--- config.mk ---
export PLATFORM = sky130hd
export DESIGN_NAME = dds_multi_ctrl_flat
export DESIGN_NICKNAME = d
export VERILOG_FILES = /design/src/rtl/dds_pkg.sv /design/src/rtl/dds_multi_ctrl_if.sv /design/src/rtl/dds_chan.sv /design/src/rtl/dds_multi_ctrl.sv /design/src/flat_wrapper.sv
export SDC_FILE = /design/constraint.sdc
export NUM_CORES = 1
export LEC_CHECK = 0
export BUFFER_PORTS_ARGS = -buffer_cell sky130_fd_sc_hd__buf_4
export CAP_MARGIN = 20
export CORE_MARGIN = 4
export CORE_UTILIZATION = 55
export CTS_BUF_LIST = sky130_fd_sc_hd__clkbuf_4 sky130_fd_sc_hd__clkbuf_8
export CTS_CLUSTER_DIAMETER = 100
export DETAILED_ROUTE_END_ITERATION = 12
export PLACE_DENSITY = 0.78
export SLEW_MARGIN = 20
export SYNTH_ARGS = -nofsm -noshare
export SYNTH_HDL_FRONTEND = slang
export SYNTH_SLANG_ARGS = --single-unit
--- constraint.sdc ---
create_clock -name sys_clk -period 5.1 [get_ports sys_clk]
set_clock_uncertainty 0.1 [all_clocks]
set_input_delay 0.51 -clock sys_clk [delete_from_list [all_inputs] [get_ports sys_clk]]
set_output_delay 0.51 -clock sys_clk [all_outputs]
set_load 0.03 [all_outputs]
--- src/rtl/dds_pkg.sv ---
// rtl/dds_pkg.sv - shared mode encodings and parameter defaults for the multi-channel DDS
package dds_pkg;

    typedef enum logic [1:0] {
        MODE_FREQ = 2'd0,
        MODE_AMP  = 2'd1,
        MODE_PHS  = 2'd2,
        MODE_HOLD = 2'd3
    } dds_mode_t;

    localparam int NCH_DEF      = 2;
    localparam int ACC_W_DEF    = 24;
    localparam int ADDR_W_DEF   = 8;
    localparam int DATA_W_DEF   = 8;
    localparam int AMP_W_DEF    = 8;
    localparam int FTW_INIT_DEF = 336;
    localparam int FTW_STEP_DEF = 168;
    localparam int FTW_MIN_DEF  = 168;
    localparam int AMP_INIT_DEF = 255;
    localparam int AMP_STEP_DEF = 10;
    localparam int PHS_STEP_DEF = 16;

endpackage

--- src/rtl/dds_multi_ctrl_if.sv ---
// rtl/dds_multi_ctrl_if.sv - key/control inputs, ROM port and wave output of the DDS block
interface dds_multi_ctrl_if #(
    parameter int NCH    = 2,
    parameter int ADDR_W = 8,
    parameter int DATA_W = 8,
    parameter int SEL_W  = (NCH > 1) ? $clog2(NCH) : 1
);
    logic [SEL_W-1:0]        ch_sel;
    logic [1:0]              mode;
    logic                    key_inc;
    logic                    key_dec;
    logic                    sync_clr;
    logic [NCH*DATA_W-1:0]   rom_data;
    logic [NCH*ADDR_W-1:0]   addr;
    logic [NCH*DATA_W-1:0]   wave_out;
    logic                    wave_vld;

    modport master (
        output ch_sel, mode, key_inc, key_dec, sync_clr, rom_data,
        input  addr, wave_out, wave_vld
    );

    modport slave (
        input  ch_sel, mode, key_inc, key_dec, sync_clr, rom_data,
        output addr, wave_out, wave_vld
    );
endinterface

--- src/rtl/dds_chan.sv ---
// rtl/dds_chan.sv - one DDS channel: tuning/amplitude/phase registers, accumulator, address and scaling stages
module dds_chan
    import dds_pkg::*;
#(
    parameter int ACC_W    = ACC_W_DEF,
    parameter int ADDR_W   = ADDR_W_DEF,
    parameter int DATA_W   = DATA_W_DEF,
    parameter int AMP_W    = AMP_W_DEF,
    parameter int FTW_INIT = FTW_INIT_DEF,
    parameter int FTW_STEP = FTW_STEP_DEF,
    parameter int FTW_MIN  = FTW_MIN_DEF,
    parameter int AMP_INIT = AMP_INIT_DEF,
    parameter int AMP_STEP = AMP_STEP_DEF,
    parameter int PHS_STEP = PHS_STEP_DEF
) (
    input  logic              sys_clk,
    input  logic              sys_rst_n,
    input  logic              key_inc,
    input  logic              key_dec,
    input  dds_mode_t         mode,
    input  logic              sync_clr,
    input  logic [DATA_W-1:0] rom_data,
    output logic [ADDR_W-1:0] addr,
    output logic [DATA_W-1:0] wave_out
);
    localparam logic [ACC_W:0] FTW_MAX     = {1'b0, {ACC_W{1'b1}}};
    localparam logic [ACC_W:0] FTW_STEP_X  = (ACC_W+1)'(FTW_STEP);
    localparam logic [ACC_W:0] FTW_DEC_LIM = (ACC_W+1)'(FTW_MIN + FTW_STEP);
    localparam logic [AMP_W:0] AMP_MAX     = {1'b0, {AMP_W{1'b1}}};
    localparam logic [AMP_W:0] AMP_STEP_X  = (AMP_W+1)'(AMP_STEP);

    logic [ACC_W-1:0]        ftw, ftw_nxt, acc;
    logic [AMP_W-1:0]        amp, amp_nxt;
    logic [ADDR_W-1:0]       phs, phs_nxt;
    logic [ACC_W:0]          ftw_up;
    logic [AMP_W:0]          amp_up;
    logic [DATA_W+AMP_W-1:0] prod;

    // One extra bit on the sums so the saturating compare sees the carry.
    assign ftw_up = {1'b0, ftw} + FTW_STEP_X;
    assign amp_up = {1'b0, amp} + AMP_STEP_X;
    assign prod   = (DATA_W+AMP_W)'(rom_data) * (DATA_W+AMP_W)'(amp);

    always_comb begin
        ftw_nxt = ftw;
        amp_nxt = amp;
        phs_nxt = phs;
        if (key_inc) begin
            case (mode)
                MODE_FREQ: ftw_nxt = (ftw_up > FTW_MAX) ? {ACC_W{1'b1}} : ftw_up[ACC_W-1:0];
                MODE_AMP:  amp_nxt = (amp_up > AMP_MAX) ? {AMP_W{1'b1}} : amp_up[AMP_W-1:0];
                MODE_PHS:  phs_nxt = phs + ADDR_W'(PHS_STEP);
                default:   ;
            endcase
        end else if (key_dec) begin
            case (mode)
                MODE_FREQ: ftw_nxt = ({1'b0, ftw} < FTW_DEC_LIM) ? ACC_W'(FTW_MIN) : ftw - ACC_W'(FTW_STEP);
                MODE_AMP:  amp_nxt = ({1'b0, amp} < AMP_STEP_X) ? '0 : amp - AMP_W'(AMP_STEP);
                MODE_PHS:  phs_nxt = phs - ADDR_W'(PHS_STEP);
                default:   ;
            endcase
        end
    end

    always_ff @(posedge sys_clk or negedge sys_rst_n) begin
        if (!sys_rst_n) begin
            ftw      <= ACC_W'(FTW_INIT);
            amp      <= AMP_W'(AMP_INIT);
            phs      <= '0;
            acc      <= '0;
            addr     <= '0;
            wave_out <= '0;
        end else begin
            ftw      <= ftw_nxt;
            amp      <= amp_nxt;
            phs      <= phs_nxt;
            // Accumulator is never reloaded on a tuning change, keeping phase continuous.
            acc      <= sync_clr ? '0 : acc + ftw;
            addr     <= acc[ACC_W-1 -: ADDR_W] + phs;
            wave_out <= DATA_W'(prod >> AMP_W);
        end
    end

endmodule

--- src/rtl/dds_multi_ctrl.sv ---
// rtl/dds_multi_ctrl.sv - multi-channel DDS controller top: key decode, channel array and output-valid tracking
module dds_multi_ctrl
    import dds_pkg::*;
#(
    parameter int NCH      = NCH_DEF,
    parameter int ACC_W    = ACC_W_DEF,
    parameter int ADDR_W   = ADDR_W_DEF,
    parameter int DATA_W   = DATA_W_DEF,
    parameter int AMP_W    = AMP_W_DEF,
    parameter int FTW_INIT = FTW_INIT_DEF,
    parameter int FTW_STEP = FTW_STEP_DEF,
    parameter int FTW_MIN  = FTW_MIN_DEF,
    parameter int AMP_INIT = AMP_INIT_DEF,
    parameter int AMP_STEP = AMP_STEP_DEF,
    parameter int PHS_STEP = PHS_STEP_DEF
) (
    input  logic           sys_clk,
    input  logic           sys_rst_n,
    dds_multi_ctrl_if.slave bus
);
    localparam int SEL_W = (NCH > 1) ? $clog2(NCH) : 1;

    logic       key_ok;
    logic [1:0] vld_cnt;

    // Simultaneous inc and dec cancel out; out-of-range ch_sel matches no channel.
    assign key_ok = bus.key_inc ^ bus.key_dec;

    for (genvar k = 0; k < NCH; k++) begin : g_ch
        logic sel;
        assign sel = key_ok && (bus.ch_sel == SEL_W'(k));

        dds_chan #(
            .ACC_W    (ACC_W),
            .ADDR_W   (ADDR_W),
            .DATA_W   (DATA_W),
            .AMP_W    (AMP_W),
            .FTW_INIT (FTW_INIT),
            .FTW_STEP (FTW_STEP),
            .FTW_MIN  (FTW_MIN),
            .AMP_INIT (AMP_INIT),
            .AMP_STEP (AMP_STEP),
            .PHS_STEP (PHS_STEP)
        ) u_chan (
            .sys_clk   (sys_clk),
            .sys_rst_n (sys_rst_n),
            .key_inc   (sel & bus.key_inc),
            .key_dec   (sel & bus.key_dec),
            .mode      (dds_mode_t'(bus.mode)),
            .sync_clr  (bus.sync_clr),
            .rom_data  (bus.rom_data[k*DATA_W +: DATA_W]),
            .addr      (bus.addr[k*ADDR_W +: ADDR_W]),
            .wave_out  (bus.wave_out[k*DATA_W +: DATA_W])
        );
    end

    // The first clock after reset and a sync_clr edge both start a two-cycle refill.
    always_ff @(posedge sys_clk or negedge sys_rst_n) begin
        if (!sys_rst_n) begin
            vld_cnt      <= 2'd0;
            bus.wave_vld <= 1'b0;
        end else if (bus.sync_clr) begin
            vld_cnt      <= 2'd1;
            bus.wave_vld <= 1'b0;
        end else begin
            if (vld_cnt != 2'd3) vld_cnt <= vld_cnt + 2'd1;
            bus.wave_vld <= (vld_cnt >= 2'd2);
        end
    end

endmodule
--- src/flat_wrapper.sv ---
// flat-port wrapper written by rule: the top's interface ports become plain ports
module dds_multi_ctrl_flat import dds_pkg::*;
#(
    parameter int NCH      = NCH_DEF,
    parameter int ACC_W    = ACC_W_DEF,
    parameter int ADDR_W   = ADDR_W_DEF,
    parameter int DATA_W   = DATA_W_DEF,
    parameter int AMP_W    = AMP_W_DEF,
    parameter int FTW_INIT = FTW_INIT_DEF,
    parameter int FTW_STEP = FTW_STEP_DEF,
    parameter int FTW_MIN  = FTW_MIN_DEF,
    parameter int AMP_INIT = AMP_INIT_DEF,
    parameter int AMP_STEP = AMP_STEP_DEF,
    parameter int PHS_STEP = PHS_STEP_DEF
)
  (sys_clk, sys_rst_n, bus_ch_sel, bus_mode, bus_key_inc, bus_key_dec, bus_sync_clr, bus_rom_data, bus_addr, bus_wave_out, bus_wave_vld);
  dds_multi_ctrl_if #(.NCH(NCH), .ADDR_W(ADDR_W), .DATA_W(DATA_W)) bus_i ();
  input  logic sys_clk;
  input  logic sys_rst_n;
  input wire logic [$bits(bus_i.ch_sel)-1:0] bus_ch_sel;
  input wire logic [$bits(bus_i.mode)-1:0] bus_mode;
  input wire logic [$bits(bus_i.key_inc)-1:0] bus_key_inc;
  input wire logic [$bits(bus_i.key_dec)-1:0] bus_key_dec;
  input wire logic [$bits(bus_i.sync_clr)-1:0] bus_sync_clr;
  input wire logic [$bits(bus_i.rom_data)-1:0] bus_rom_data;
  output wire logic [$bits(bus_i.addr)-1:0] bus_addr;
  output wire logic [$bits(bus_i.wave_out)-1:0] bus_wave_out;
  output wire logic [$bits(bus_i.wave_vld)-1:0] bus_wave_vld;
  assign bus_i.ch_sel = bus_ch_sel;
  assign bus_i.mode = bus_mode;
  assign bus_i.key_inc = bus_key_inc;
  assign bus_i.key_dec = bus_key_dec;
  assign bus_i.sync_clr = bus_sync_clr;
  assign bus_i.rom_data = bus_rom_data;
  assign bus_addr = bus_i.addr;
  assign bus_wave_out = bus_i.wave_out;
  assign bus_wave_vld = bus_i.wave_vld;
  dds_multi_ctrl #(.NCH(NCH), .ACC_W(ACC_W), .ADDR_W(ADDR_W), .DATA_W(DATA_W), .AMP_W(AMP_W), .FTW_INIT(FTW_INIT), .FTW_STEP(FTW_STEP), .FTW_MIN(FTW_MIN), .AMP_INIT(AMP_INIT), .AMP_STEP(AMP_STEP), .PHS_STEP(PHS_STEP)) u_core (.sys_clk(sys_clk), .sys_rst_n(sys_rst_n), .bus(bus_i));
endmodule
* Word level (Yosys, flattened, before mapping)
Index checks and enable logic that the tools add are counted. Widths: inputs -> output; s select.
Storage, ports and cells: input bits 24, word-level logic and storage cells 100, flip-flop bits (word level) 163, output and inout bits 33
Cells by class: bitwise logic cells 6, equality and inequality tests 3, reduce and logical (&&, ||, !) cells 12, $mul 2, $add $sub $neg 17, multiplexer cells 37, order comparisons 9
Operators by type and width (count):
- $mux 24 | 14
- $mux 8 | 20
- $add 24x8->25 const B | 2
- $gt 25x24->1 const B | 2
- $add 24x24->24 | 2
- $lt 24x9->1 const B | 2
- $sub 24x8->24 const B | 2
- $mul 8x8->16 | 2
- $add 8x4->9 const B | 2
- $gt 9x8->1 const B | 2
- $add 8x5->8 const B | 2
- $add 8x8->8 | 2
- $lt 8x4->1 const B | 2
- $sub 8x4->8 const B | 2
- $sub 8x5->8 const B | 2
- $reduce_and 2->1 | 6
- $reduce_bool 2->1 | 3
- $and 1x1->1 | 4
- $mux 2 | 2
- $add 2x1->2 const B | 1
- $eq 2x1->1 const B | 1
- $eq 2x2->1 const B | 1
- $ge 2x2->1 const B | 1
- $logic_and 1x1->1 | 2
- other kinds (5) | 5

* Logic depth before layout (Yosys ltp)
word-level depth 5, mapped depth 19, mapped depth without buffers 17

* Hierarchy
Synthesis repeated with hierarchy kept, for this count alone.
Unflattened totals: cells, all modules 1676, area total of the unflattened synthesis 14575.2 µm²
Modules (own cells, without submodules):
- dds_chan at u_core.g_ch[0].u_chan | cells each 845, sequential area each 1865.5 µm², area an instance 7287.0 µm², instances 1
- dds_chan at u_core.g_ch[1].u_chan | cells each 814, sequential area each 1865.5 µm², area an instance 7110.6 µm², instances 1
- dds_multi_ctrl | cells each 17, sequential area each 75.1 µm², area an instance 177.7 µm², instances 1

* Worst setup path before layout
No wires, ideal clock.
path kind register to register, start reg u_core.g_ch[1].u_chan.amp[3], end reg u_core.g_ch[1].u_chan.wave_out[7], cell stages (with the launch flop) 18, buffers on the path 2, setup time 0.080 ns, path slack -0.032 ns, arrival time 4.952 ns, path through dfstp_2 > clkbuf_1 > clkbuf_1 > and2_1 > fa_1 > fa_1 > fa_1 > inv_1 > fa_1 > inv_1 > ha_1 > and3_1 > a21oi_1 > o21ai_1 > o41ai_1 > o211ai_1 > a21oi_1 > xnor2_1
On the way: longest elaborated chain between the ends 1
RTL lines:
- from (decl) | line dds_chan.sv:33 | logic [AMP_W-1:0] amp, amp_nxt;
- from (signal assigned) | line dds_chan.sv:68 | amp <= AMP_W'(AMP_INIT);
- from (signal assigned) | line dds_chan.sv:75 | amp <= amp_nxt;
- $mul 8x8->16 | line dds_chan.sv:42 | assign prod = (DATA_W+AMP_W)'(rom_data) * (DATA_W+AMP_W)'(amp);
- via u_core.g_ch[1].u_chan.prod[15] | line dds_chan.sv:37 | logic [DATA_W+AMP_W-1:0] prod;
- to (signal assigned) | line dds_chan.sv:80 | wave_out <= DATA_W'(prod >> AMP_W);
- to (decl) | line dds_chan.sv:24 | output logic [DATA_W-1:0] wave_out
The timed path passes the listed nets, and every way through them passes these cells. A chain may end at the register's enable or synchronous reset.

* Worst setup path in the final report
start reg u_core.g_ch[1].u_chan.amp[6], end reg u_core.g_ch[1].u_chan.wave_out[7]
Same word-level chain as after synthesis.

==> flow_summary.ini <==
[run_status]
run_status = finished, final reports clean

[synth]
syn_inst = 1716
synth_edf_count = 0
synth_area_mm2 = 0.0147
synth.top_cell.area_share_pct = 21.9
synth_cell_types = 89
synth_area_leaders = dfrtp_1 (22%), ha_1 (12%), fa_1 (10%), and2_1 (4.3%), nor2_1 (4.0%)
ys_seq_area_share_pct = 25.9
ys_ff_latch = 151
syn_avg_cell_area_um2 = 8.57
syn_nets = 1952
ys.flop_type = dfrtp_1
synth_warnings = 0
synth_area_leader_cell = dfrtp_1
async_flop_share_pct = 100

[critical_path]
rr_endpoint = u_core.g_ch[1].u_chan.wave_out[7]
reg2reg_setup_slack_ps = 220
slowest_stage = dfstp_4
worstPathArrival_ps = 5170
crit_chain = and2_4 -> fa_1 -> fa_1 -> fa_1 -> inv_1 -> fa_1 -> inv_1 -> ha_1 -> and3_1 -> a21oi_1 -> o21ai_2 -> o41ai_2 -> buf_4 -> o211ai_1 -> a21oi_1 -> xnor2_1
worst-setup-path-type = flip-flop to flip-flop
worst-path-stages = 16
path_max_fanout = 18
crit_required_ps = 5390
crit_start = u_core.g_ch[1].u_chan.amp[6]
endpoint_kind = flip-flop
cp_common_cell = fa_1
cp_top_family = adder cells
r2r-start = u_core.g_ch[1].u_chan.amp[6]
crit_buf_inv = 3
slowest_delay_ps = 730
critPathLaunchType = flip-flop
worst-r2r-cell-count = 16

[final_layout]
nFillCells = 2247
stdcell_count = 2064
multi_input_area_mm2 = 0.0101
fin_nets = 1952
area_delta_synth_final_pct = 7.25
utilization_pct = 60.2
n_antenna_cell = 0
layout-drive-gt1-share_pct = 9.20
register_area_mm2 = 0.00381

[grt]
grt_pass1_wl_um = 59800
antenna_found_initial = 0
grt_max_degree = 76
overflow = 0
grt_pass1_vias = 12400
grt_use_total_pct = 24.3

[clocking]
numCtsBuffers = 17
clockBufferDepth = 2
cts_htree_levels = 4
cts_tree = built
clk_latency_ps = 470
clock-root-buffer = clkbuf_8
cts.sinks = 151
clk_pin_slew_ps = 110

[route]
drtIter0Drc = 1319
wl_per_cell_um = 16.9
vias_per_cell = 6.19
ant_nets = 0
drc_errors = 0
num_vias = 12800
routed_wl_um = 34900
dr.pass1.iters = 6

[die]
dieArea_mm2 = 0.0294
fp-row-count = 59
die_x_um = 172
core_region_area_mm2 = 0.0262
die_h_um = 172
pin_count = 57
start_util_pct = 56.1

[sta]
hold_violations = 0
final.setup.tns_ps = 0
setup_viol_count_final = 0
worst_slack_ps = 218
slew_headroom_pct = 33.0
period_share_pct = 95.7
slew_violations = 0
clock.fmax_mhz = 205
rsz0062_at_grt = no
period_minus_slack_ps = 4880
tightest_slew_ps = 1000

[worst_hold_path]
whs_path_depth = 3
hp-start = bus_ch_sel
hold_path_class = input pin to flip-flop
hold-path-endpoint = u_core.g_ch[1].u_chan.amp[0]

[job]
cap_violations = 0

[power]
power_density_mw_per_mm2 = 628
cellLeakagePower_nw = 7.24
ir_drop_mv = 0.540

[place]
dp_slack_ps = 197
place.gp.congestion = 0.911
portBuffers = 56
numPlacedInstances = 2023
hpwl_um = 25300
final cells by class:
type | count | area share, %
multi-input cells | 1353 | 64.1
flip-flops and latches | 151 | 24.1
repair buffers | 77 | 3.70
inverters | 116 | 2.76
well taps | 335 | 2.66
clock buffers | 17 | 1.48
clock inverters | 15 | 1.13
routing by layer:
metal  global-route usage [%]  vias to the layer above  routed length, µm
li1                         -                     6094                  -
met1                     33.3                     6224              15300
met2                     40.5                      404              17100
met3                     3.06                       56               1770
met4                     7.34                        0                660
met5                        0                        -                  0
cell families after synthesis:
family,synth area share [%]
AOI/OAI and AO/OA,21.1
muxes,0.298
and+or+nand+nor,20.8
DFF,25.9
buffers and inverters,5.61
adders and majority gates,21.9
xor gates and xnor gates,4.47
synthesized netlist by cell type, types with 12 or more instances:
| master | number |
|---|---|
| a31oi_1 | 38 |
| o21a_1 | 23 |
| o21ai_0 | 84 |
| and3_1 | 22 |
| nand2b_1 | 17 |
| xor2_1 | 31 |
| nand2_1 | 121 |
| a21oi_1 | 107 |
| buf_1 | 12 |
| or3_1 | 17 |
| and2_1 | 102 |
| clkbuf_1 | 70 |
| nor2b_1 | 19 |
| a211oi_1 | 24 |
| inv_1 | 114 |
| nand3_1 | 30 |
| nor3_1 | 51 |
| ha_1 | 136 |
| xnor2_1 | 44 |
| fa_1 | 76 |
| nor2_1 | 155 |
| a21o_1 | 34 |
| dfrtp_1 | 129 |
| dfstp_2 | 22 |
cell usage in the layout, fill, tap and decap left out, drive strengths merged, types with 7 or more instances in the layout:
master and count:
a21oi 107, nand2 121, fa 76, o22ai 11, a211oi 24, ha 136
inv 124, o221ai 8, nor3b 10, a22oi 11, a31o 7, and3 22
o31ai 12, xor2 31, dfrtp 129, o21a 23, nor4 10, nor2b 19
buf 76, o2111ai 7, nor3 52, nor2 155, and2 102, nand4 9
xnor2 44, dfstp 22, a31oi 38, or4 7, o21ai 95, o211ai 11
clkbuf 17, nand2b 18, a21o 34, or3 17, nand3 31
per-stage QoR:
stage | power, mW | hold WS, ps | instance area, µm²
2_1_floorplan | 7.38 | 114 | 14700
3_3_place_gp | 8.61 | 269 | 15300
3_5_place_dp | 8.86 | 279 | 15300
4_1_cts | 9.90 | 266 | 15700
5_1_grt | 11.0 | 307 | 15800
6_report | 9.90 | 289 | 15800
how the worst max path moves through the flow:
| stage | to | slack, ps |
|---|---|---|
| 3_5_place_dp | u_core.g_ch[1].u_chan.wave_out[7] | 200 |
| 3_3_place_gp | u_core.g_ch[1].u_chan.wave_out[7] | 340 |
| 6_report | u_core.g_ch[1].u_chan.wave_out[7] | 220 |
| 5_1_grt | u_core.g_ch[1].u_chan.wave_out[7] | 20 |
| 2_1_floorplan | u_core.g_ch[1].u_chan.wave_out[7] | 150 |
| 4_1_cts | u_core.g_ch[1].u_chan.wave_out[7] | 140 |
worst register-to-register path, stage by stage, from the launching register on:
cell and delay [ps]:
dfstp_4 730, and2_4 170, fa_1 450, fa_1 540, fa_1 540, inv_1 50, fa_1 520, inv_1 40
ha_1 330, and3_1 160, a21oi_1 140, o21ai_2 110, o41ai_2 250, buf_4 190, o211ai_1 130, a21oi_1 180
xnor2_1 140
state kept, by name, summed over array words and instances (netlist names):
name                         flops
u_core.g_ch.u_chan.acc          48
u_core.g_ch.u_chan.ftw          44
u_core.bus.wave_vld              1
u_core.g_ch.u_chan.wave_out     16
u_core.g_ch.u_chan.phs           8
u_core.g_ch.u_chan.addr         16
u_core.vld_cnt                   2
u_core.g_ch.u_chan.amp          16
report_power, final:
group          switching [mW]  internal, mW
Sequential              0.759          1.76
Combinational            3.57          2.83
Clock                   0.555         0.416
Total                    4.89          5.01
what timing repair did:
| action | in CTS | in global routing |
|---|---|---|
| resized for setup | 0 | 4 |
| endpoints found under the hold margin | 24 | 0 |
| endpoints found under the setup margin | 0 | 3 |
| hold buffers | 1 | 0 |
| buffers inserted | 0 | 8 |
No activity file was read; power rests on OpenSTA's default activity.
